### config.mk
export PLATFORM = sky130hd
export DESIGN_NAME = usb_protocol_ctrl
export DESIGN_NICKNAME = d
export VERILOG_FILES = /design/src/rtl/usb_pkg.sv /design/src/rtl/usb_resp_timer.sv /design/src/rtl/usb_protocol_ctrl.sv
export SDC_FILE = /design/constraint.sdc
export NUM_CORES = 1
export LEC_CHECK = 0
export BUFFER_PORTS_ARGS = -buffer_cell sky130_fd_sc_hd__buf_2
export CELL_PAD_IN_SITES_DETAIL_PLACEMENT = 0
export CELL_PAD_IN_SITES_GLOBAL_PLACEMENT = 1
export CORE_MARGIN = 4
export CORE_UTILIZATION = 30
export CTS_BUF_LIST = sky130_fd_sc_hd__clkbuf_8
export DETAILED_ROUTE_END_ITERATION = 12
export GPL_TIMING_DRIVEN = 0
export PLACE_DENSITY_LB_ADDON = 0.3
export RECOVER_POWER = 25
export SYNTH_ARGS = -nofsm -noshare
export SYNTH_HDL_FRONTEND = slang
export SYNTH_SLANG_ARGS = --single-unit
### constraint.sdc
create_clock -name clk -period 1.7 [get_ports clk]
set_input_delay 0 -clock clk [delete_from_list [all_inputs] [get_ports clk]]
set_output_delay 0 -clock clk [all_outputs]
set_load 0.01 [all_outputs]
### src/rtl/usb_pkg.sv
// Shared types for the USB bulk-endpoint control units (RX, TX and protocol
// sequencer).
//   rx_pkt_t     : packet types decoded by the RX control unit
//   tx_pkt_t     : packet types the TX control unit can send
//   ctrl_state_t : protocol sequencer states
package usb_pkg;

    localparam int unsigned RESP_TIMEOUT_DEF = 144;

    typedef enum logic [2:0] {
        RX_NONE = 3'd0,
        RX_OUT  = 3'd1,
        RX_IN   = 3'd2,
        RX_DATA = 3'd3,
        RX_ACK  = 3'd4,
        RX_NAK  = 3'd5
    } rx_pkt_t;

    typedef enum logic [1:0] {
        TX_NONE = 2'd0,
        TX_DATA = 2'd1,
        TX_ACK  = 2'd2,
        TX_NAK  = 2'd3
    } tx_pkt_t;

    typedef enum logic [2:0] {
        ST_IDLE          = 3'd0,
        ST_OUT_WAIT_DATA = 3'd1,
        ST_TX_START      = 3'd2,
        ST_TX_BUSY       = 3'd3,
        ST_IN_WAIT_ACK   = 3'd4
    } ctrl_state_t;

endpackage

### src/rtl/usb_resp_timer.sv
// Inter-packet response timer.
//   clk, n_rst : clock, async active-low reset
//   clear      : forces the count back to zero (wins over enable)
//   enable     : advance the count by one
//   timeout    : count has reached TIMEOUT-1
// The count holds at TIMEOUT-1 so the flag stays up until cleared.
module usb_resp_timer #(
    parameter int unsigned TIMEOUT = 144,
    parameter int unsigned CNT_W   = (TIMEOUT > 2) ? $clog2(TIMEOUT) : 1
) (
    input  logic clk,
    input  logic n_rst,
    input  logic clear,
    input  logic enable,
    output logic timeout
);

    logic [CNT_W-1:0] count;

    assign timeout = (count == CNT_W'(TIMEOUT - 1));

    always_ff @(posedge clk or negedge n_rst) begin
        if (!n_rst) begin
            count <= '0;
        end else if (clear) begin
            count <= '0;
        end else if (enable && !timeout) begin
            count <= count + 1'b1;
        end
    end

endmodule

### src/rtl/usb_protocol_ctrl.sv
// Endpoint-level transaction sequencer for the USB bulk endpoint.
// Decides the response to each host token, launches TX, owns the bus
// direction and issues buffer clear/rewind commands.
//   rx_packet_valid/rx_packet/rx_error : decode results from RX control
//   buffer_occupancy, tx_data_ready    : data buffer status
//   tx_done                            : TX finished sending EOP
//   tx_start/tx_packet                 : TX launch and packet type
//   d_mode                             : 1 = device drives the bus
//   clear_buffer/rewind_buffer         : buffer commands (pulses)
//   data_sent/data_received/proto_error: status pulses
//
// state            | meaning
// ST_IDLE          | waiting for an OUT or IN token
// ST_OUT_WAIT_DATA | OUT token seen, waiting for the host DATA packet
// ST_TX_START      | single cycle launching TX
// ST_TX_BUSY       | TX sending, waiting for tx_done
// ST_IN_WAIT_ACK   | IN data sent, waiting for the host handshake
module usb_protocol_ctrl
    import usb_pkg::*;
#(
    parameter int unsigned RESP_TIMEOUT = RESP_TIMEOUT_DEF,
    parameter int unsigned BUF_ADDR_W   = 7
) (
    input  logic                  clk,
    input  logic                  n_rst,
    input  logic                  rx_packet_valid,
    input  logic [2:0]            rx_packet,
    input  logic                  rx_error,
    input  logic [BUF_ADDR_W-1:0] buffer_occupancy,
    input  logic                  tx_data_ready,
    input  logic                  tx_done,
    output logic                  tx_start,
    output logic [1:0]            tx_packet,
    output logic                  d_mode,
    output logic                  clear_buffer,
    output logic                  rewind_buffer,
    output logic                  data_sent,
    output logic                  data_received,
    output logic                  proto_error
);

    ctrl_state_t state, state_n;
    tx_pkt_t     tx_pkt_q, tx_pkt_n;
    rx_pkt_t     rx_pkt;
    logic        out_ok, out_ok_n;
    logic        clear_n, rewind_n, sent_n, recv_n, perr_n;
    logic        pkt_seen;
    logic        timeout;
    logic        tmr_clear, tmr_en;

    assign rx_pkt   = rx_pkt_t'(rx_packet);
    // An RX error in the same cycle as a packet discards the packet.
    assign pkt_seen = rx_packet_valid && !rx_error;

    assign tmr_clear = (state_n != state);
    assign tmr_en    = (state == ST_OUT_WAIT_DATA) || (state == ST_IN_WAIT_ACK);

    usb_resp_timer #(
        .TIMEOUT (RESP_TIMEOUT)
    ) u_resp_timer (
        .clk     (clk),
        .n_rst   (n_rst),
        .clear   (tmr_clear),
        .enable  (tmr_en),
        .timeout (timeout)
    );

    always_ff @(posedge clk or negedge n_rst) begin
        if (!n_rst) begin
            state         <= ST_IDLE;
            tx_pkt_q      <= TX_NONE;
            out_ok        <= 1'b0;
            clear_buffer  <= 1'b0;
            rewind_buffer <= 1'b0;
            data_sent     <= 1'b0;
            data_received <= 1'b0;
            proto_error   <= 1'b0;
        end else begin
            state         <= state_n;
            tx_pkt_q      <= tx_pkt_n;
            out_ok        <= out_ok_n;
            clear_buffer  <= clear_n;
            rewind_buffer <= rewind_n;
            data_sent     <= sent_n;
            data_received <= recv_n;
            proto_error   <= perr_n;
        end
    end

    always_comb begin
        state_n  = state;
        tx_pkt_n = tx_pkt_q;
        out_ok_n = out_ok;
        clear_n  = 1'b0;
        rewind_n = 1'b0;
        sent_n   = 1'b0;
        recv_n   = 1'b0;
        perr_n   = 1'b0;

        case (state)
            ST_IDLE: begin
                if (pkt_seen && rx_pkt == RX_OUT) begin
                    state_n  = ST_OUT_WAIT_DATA;
                    out_ok_n = (buffer_occupancy == '0);
                end else if (pkt_seen && rx_pkt == RX_IN) begin
                    state_n  = ST_TX_START;
                    tx_pkt_n = (tx_data_ready && buffer_occupancy != '0) ? TX_DATA : TX_NAK;
                end
            end

            ST_OUT_WAIT_DATA: begin
                if (rx_error) begin
                    clear_n = 1'b1;
                    perr_n  = 1'b1;
                    state_n = ST_IDLE;
                end else if (rx_packet_valid) begin
                    if (rx_pkt == RX_DATA) begin
                        state_n = ST_TX_START;
                        if (out_ok) begin
                            tx_pkt_n = TX_ACK;
                            recv_n   = 1'b1;
                        end else begin
                            // Buffer still holds earlier data; leave it intact.
                            tx_pkt_n = TX_NAK;
                        end
                    end else begin
                        perr_n  = 1'b1;
                        state_n = ST_IDLE;
                    end
                end else if (timeout) begin
                    clear_n = 1'b1;
                    perr_n  = 1'b1;
                    state_n = ST_IDLE;
                end
            end

            ST_TX_START: begin
                state_n = ST_TX_BUSY;
            end

            ST_TX_BUSY: begin
                if (tx_done) begin
                    state_n  = (tx_pkt_q == TX_DATA) ? ST_IN_WAIT_ACK : ST_IDLE;
                    tx_pkt_n = TX_NONE;
                end
            end

            ST_IN_WAIT_ACK: begin
                if (pkt_seen && rx_pkt == RX_ACK) begin
                    clear_n = 1'b1;
                    sent_n  = 1'b1;
                    state_n = ST_IDLE;
                end else if (rx_error || rx_packet_valid || timeout) begin
                    // Anything but ACK (NAK included) means the host did not
                    // take the data: rewind so the retry resends it.
                    rewind_n = 1'b1;
                    perr_n   = 1'b1;
                    state_n  = ST_IDLE;
                end
            end

            default: begin
                state_n  = ST_IDLE;
                tx_pkt_n = TX_NONE;
            end
        endcase
    end

    assign tx_start  = (state == ST_TX_START);
    assign d_mode    = (state == ST_TX_START) || (state == ST_TX_BUSY);
    assign tx_packet = tx_pkt_q;

endmodule

==> flow_summary.yaml, run 1 <==
critical_path:
  r2r-start: "u_resp_timer.count[1]"
  r2r_slack_ns: -0.03
  worstReg2RegEnd: "u_resp_timer.count[7]"
  cp_max_fo: 5
  r2r_cells: 5
  required_ns: 1.88
  cp_cell_sequence: "ha_2, and3_4, a211o_1, or3_4, a211oi_2"
  worstSetupPathType: "reg -> reg"
  start_kind: "register"
  end_kind: "register"
  crit_slowest_cell: "dfrtp_1"
  cpPeakStageDelay_ns: 0.40
  worst_ep_arrival_time_ns: 1.91
floorplan:
  core_area_mm2: 0.00400
  die_w_um: 72.2
  fp.dieArea_mm2: 0.00521
  fp-row-count: 23
  die_h_um: 72.2
  ios: 25
  start_util: 0.309
layout:
  final_core_util: 0.418
  stdcell_count: 213
  insertedDiodeCount: 0
  register_area_um2: 479
  area_growth_syn_to_layout_pct: 35.4
  fillers: 396
  multi_input_area_um2: 763
  drive_above_1_share: 0.491
  nets: 181
sta:
  holdWs_ns: 0.0556
  fin_crit_ns: 1.73
  setup_viol: 1
  rsz0062_at_grt: "true"
  tightest_slew_ns: 1.08
  fmax_mhz: 578
  drv_slew: 0
  skew_ns: 0.00762
  max_slew_margin: 0.279
  tns_ns: -0.0306
  finalCritPeriodShare: 1.02
  hold_violations: 0
  fin_ws_ns: -0.0306
synthesis:
  netlist_area_mm2: 0.00123
  synth_warnings: 0
  synthMuxAreaShare: 0.0446
  synth_compound_area_frac: 0.220
  synth_seq_area_share: 0.385
  synthSimpleGateAreaFrac: 0.251
  synth-seq-cells: 19
  synthTopCellsByCount: "dfrtp_1, inv_1, nor2_1"
  synth-xor-area-share: 0.0284
  async_flop_share: 1.00
  synthAdderAreaFrac: 0.0101
  yosysMostFrequentCell: "dfrtp_1"
  synth.net_count: 136
  netlist_instances: 119
  synth_edf_count: 0
  synth_top_area_frac: 0.385
  synth_area_leaders: "dfrtp_1, nor3_2, a211oi_2, o21ai_0, inv_1"
  synth.avg_cell_area_um2: 10.4
  synthFlopType: "dfrtp_1"
  yosys.area.top_type: "dfrtp_1"
  synth_top_family_by_area: "simple AND/OR/NAND/NOR gates"
  yosysUniqueCellTypes: 49
pwr:
  p_sw_frac: 0.422
  vdd_ir_drop_max_mv: 0.808
  power_density_mw_per_mm2: 1220
  seqPwrFrac: 0.293
  power_switching_w: 0.000861
  p_leak_nw: 0.696
  pwr-share-comb: 0.550
  pwr-share-clk: 0.157
  cell_internal_pwr_w: 0.00118
global_routing:
  grt_use_total: 0.130
  antenna_found_initial: 0
  grt_pass1_wl_um: 5240
  grt_max_degree: 20
  grt_pass1_vias: 1073
  grt-ovfl-total: 0
route:
  routed-via-count: 1062
  totalWireLength_um: 3180
  detail_route.vias_per_cell: 4.99
  ant_nets: 0
  route.detailed.drc: 0
  firstDrtPassIters: 4
  initialDrtViolationCount: 64
  wl_per_cell_um: 14.9
cts:
  cts.sinks: 19
  clk_latency_ns: 0.26
  cts_tree: "yes"
  cts_made_buffers: 3
  clk_path_buf_depth: 2
  h-tree-depth: 1
  clock-root-buffer: "clkbuf_8"
  clk_pin_slew_ns: 0.08
flow_run:
  cap_violations: 0
worst_hold_path:
  min_path_cells: 3
  min_from: "tx_done"
  holdCritPathClass: "in -> reg"
  min_to: "state[2]"
placed_design:
  dp.cells: 193
  io_buffer_count: 24
  pre_cts_slack_ns: -0.200
  gp_congestion: 0.832
  post-dp-hpwl_um: 2140
outcome:
  status: "finished with violations"
  violations: "negative setup slack"
[cell usage in the layout, fill, tap and decap left out, types with 2 or more instances in the layout]
cell type / count
or3_1: 2
nor3_2: 5
buf_4: 16
nand3_1: 5
mux2_2: 2
nor3b_1: 2
buf_2: 24
a2111oi_4: 2
xnor2_1: 2
a211oi_2: 5
dfrtp_1: 16
nand4b_1: 2
inv_1: 8
nor4b_4: 2
nand4_1: 2
clkbuf_8: 4
a21oi_1: 3
nor2_1: 8
dfrtp_2: 3
mux2_1: 2
nand2_1: 4
a31oi_1: 2
o21bai_1: 2
nand2b_1: 2
o21ai_0: 7
buf_6: 2
[through the flow]
stage          power [W]  instance area [µm²]
2_1_floorplan    0.00129                 1250
3_3_place_gp     0.00153                 1430
3_5_place_dp     0.00156                 1430
4_1_cts          0.00197                 1590
5_1_grt          0.00221                 1670
6_report         0.00204                 1670
[routing by layer]
metal | wire length [µm] | GRT usage | part of all wire | vias to the layer above
li1 | - | - | - | 532
met1 | 1470 | 0.174 | 0.46 | 508
met2 | 1560 | 0.205 | 0.49 | 20
met3 | 125 | 0.0360 | 0.039 | 2
met4 | 22 | 0.0334 | 0.0069 | 0
met5 | 0 | 0 | 0 | -
[power groups by stage]
stage	logic, W	clock network, W	registers (W)
finish	0.00112	0.000319	0.000598
global route	0.00124	0.000361	0.000612
CTS	0.00103	0.000333	0.000601
detailed placement	0.000949	0	0.000608
global placement	0.000930	0	0.000605
floorplan	0.000675	0	0.000611
[area by class of cell]
type                       count  area share
sequential                    19       0.287
clock buffer                   3      0.0247
clock inverter                 1     0.00299
timing repair buffer          41       0.151
buffer                         4      0.0225
tap                           50      0.0374
inverter                       8      0.0180
multi-input combinational     87       0.457
[how the worst max path moves through the flow]
stage / from / cells after the start / slack, ns / endpoint
global route: u_resp_timer.count[1] / 5 / -0.09 / u_resp_timer.count[7]
floorplan: u_resp_timer.count[0] / 6 / -0.02 / u_resp_timer.count[5]
finish: u_resp_timer.count[1] / 5 / -0.03 / u_resp_timer.count[7]
detailed placement: u_resp_timer.count[4] / 4 / -0.20 / u_resp_timer.count[7]
CTS: u_resp_timer.count[0] / 5 / -0.02 / u_resp_timer.count[7]
global placement: u_resp_timer.count[4] / 4 / -0.17 / u_resp_timer.count[0]
[timing repair]
item / 4_1_cts / 5_1_grt
hold endpoints to repair: 19 / 0
endpoints found under the setup margin: 8 / 11
gates resized for setup: 7 / 7
pin swaps: 7 / 13
hold buffers: 1 / 0
buffers inserted: 10 / 6
[cells by family (layout without fill, tap and decap cells)]
| group | Yosys count | count (layout) |
|---|---|---|
| flops | 19 | 19 |
| fa+ha+maj | 1 | 1 |
| buf+inv | 13 | 57 |
| compound gates | 32 | 32 |
| xor+xnor | 4 | 4 |
| simple gates | 45 | 45 |
| mux | 5 | 5 |
[worst max-delay path: cells and delay by family (launching register included)]
family                     cells  cell delay [ns]
adders and majority gates      1             0.19
AOI/OAI and AO/OA              2             0.54
DFF                            1             0.40
and+or+nand+nor                2             0.52
[registers in the layout, summed over array words and instances, names as in the netlist]
| name | flops |
|---|---|
| u_resp_timer.count | 8 |
| state | 3 |
| tx_packet | 2 |
| clear_buffer | 1 |
| data_received | 1 |
| data_sent | 1 |
| out_ok | 1 |
| proto_error | 1 |
| rewind_buffer | 1 |
(Power assumes the default switching activity.)
==> run 2, diff against run 1 <==
SETUP_SLACK_MARGIN = 0.3   (was not set)
==> run 2 against run 1 <==
  * The flow still finishes with violations (negative setup slack)
  * Global-route usage increased by 0.32 points
  * Final cell count shrank 0.47%
  * Critical path depth up 1
  * Clock power grew 2%
  * Clock skew decreased by 0.0020 ns
  * Sequential cell count unchanged
  * Sequential share of layout area decreased by 0.68 points
  * Count of clock-buffer cells in the layout did not move
  * Combinational power rose by 6%
  * First-iteration DRC count down 27%
  * Critical endpoint is now u_resp_timer.count[5]
  * Highest routed layer unchanged
==> flow_summary.yaml, run 2 (synthesis results as in run 1) <==
cts:
  clk_pin_slew_ns: 0.08
  h-tree-depth: 1
  cts_tree: "yes"
  cts.sinks: 19
  clk_latency_ns: 0.26
  cts_made_buffers: 3
  clock-root-buffer: "clkbuf_8"
  clk_path_buf_depth: 2
floorplan:
  start_util: 0.309
  ios: 25
  fp-row-count: 23
  die_w_um: 72.2
  fp.dieArea_mm2: 0.00521
  core_area_mm2: 0.00400
  die_h_um: 72.2
sta:
  skew_ns: 0.00566
  finalCritPeriodShare: 1.03
  fin_crit_ns: 1.76
  fin_ws_ns: -0.0561
  fmax_mhz: 569
  max_slew_margin: 0.274
  tightest_slew_ns: 1.09
  setup_viol: 4
  tns_ns: -0.128
  drv_slew: 0
  rsz0062_at_grt: "true"
  hold_violations: 0
pwr:
  p_total_w: 0.00211
  p_leak_nw: 0.705
  power_density_mw_per_mm2: 1240
  vdd_ir_drop_max_mv: 0.736
global_routing:
  grt_pass1_wl_um: 5420
  grt_use_total: 0.133
  busiest_layer: "met2"
  grt_pass1_vias: 1157
  grt-ovfl-total: 0
  use_met1: 0.171
  antenna_found_initial: 0
  use_met2: 0.214
  grt_max_degree: 20
  use_met3: 0.0332
layout:
  final_common_cell: "buf_2"
  nets: 180
  drive_above_1_share: 0.537
  layout_common_cells: "buf_2, dfrtp_1, buf_4"
  largest_reg_flops: 8
  largest_register: "u_resp_timer.count"
  stdcell_count: 212
  insertedDiodeCount: 0
  area_growth_syn_to_layout_pct: 38.3
  fillers: 393
route:
  wl_per_cell_um: 14.7
  routed-via-count: 1074
  route.detailed.drc: 0
  detail_route.vias_per_cell: 5.07
  ant_nets: 0
  totalWireLength_um: 3120
  initialDrtViolationCount: 47
  firstDrtPassIters: 4
critical_path:
  cpPeakStageDelay_ns: 0.39
  worst-path-buf-inv: 1
  required_ns: 1.88
  cp_cell_sequence: "ha_2, and3_4, buf_6, a211o_1, or3_4, a211oi_2"
  worst_ep_arrival_time_ns: 1.94
  crit_slowest_cell: "dfrtp_1"
  worstSetupPathType: "reg -> reg"
  end_kind: "register"
  critPathTopFamily: "compound AO/OA/AOI/OAI gates"
  cp_max_fo: 6
  start_kind: "register"
outcome:
  status: "finished with violations"
  violations: "negative setup slack"
worst_hold_path:
  holdCritPathClass: "in -> reg"
placed_design:
  dp.cells: 193
  io_buffer_count: 24
  post-dp-hpwl_um: 2150
  gp_congestion: 0.768
flow_run:
  cap_violations: 0
-- run 2: cell type report --
type	count	area (µm²)	area share
Sequential cell	19	478	0.280
Clock inverter	1	5.00	0.00293
Tap cell	50	62.6	0.0366
Buffer	5	51.3	0.0300
Clock buffer	3	41.3	0.0242
Multi-Input combinational cell	87	792	0.464
Timing Repair Buffer	39	245	0.144
Inverter	8	32.5	0.0190
-- run 2: worst paths after layout --
kind / startpoint / end / slack (ns) / cells after the start
worst max register to register: u_resp_timer.count[1] / u_resp_timer.count[5] / -0.06 / 6
worst min-delay path: tx_done / state[2] / 0.06 / 3
max in group asynchronous: n_rst / state[2] / 0.51 / 2
worst max-delay path: u_resp_timer.count[1] / u_resp_timer.count[5] / -0.06 / 6
worst min register to register: tx_packet[0] / tx_packet[0] / 0.54 / 1
min in group asynchronous: n_rst / data_received / 0.46 / 2
-- run 2: per-layer routing --
| layer | up-vias | part of all wire | routed length (µm) |
|---|---|---|---|
| li1 | 529 | - | - |
| met1 | 525 | 0.46 | 1440 |
| met2 | 15 | 0.49 | 1540 |
| met3 | 5 | 0.027 | 85 |
| met4 | 0 | 0.016 | 49 |
| met5 | - | 0 | 0 |
-- run 2: per-stage QoR --
step                setup slack, ns  instance area, µm²  hold slack [ns]   util
floorplan                   -0.0177                1250           -0.296      -
global placement             -0.146                1440          -0.0312  0.359
detailed placement           -0.183                1440          -0.0244  0.359
CTS                         -0.0534                1670           0.0565  0.418
global route                 -0.126                1710           0.0677  0.427
finish                      -0.0561                1710           0.0557  0.427
-- run 2: power breakdown --
part | internal, W | switching [W] | total (W)
logic | 0.000541 | 0.000647 | 0.00119
clock network | 0.000163 | 0.000162 | 0.000325
registers | 0.000534 | 0.0000645 | 0.000598
total | 0.00124 | 0.000874 | 0.00211
-- run 2: repair_timing --
item / 4_1_cts / 5_1_grt
setup buffers: 14 / 0
pin swaps: 19 / 2
hold buffers: 1 / 0
resized for setup: 17 / 11
setup endpoints to repair: 16 / 16
hold endpoints to repair: 19 / 0
-- run 2: worst min-delay path, stage by stage --
cell and delay, ns:
buf_2 0.13, nand4b_1 0.10, o21bai_1 0.06
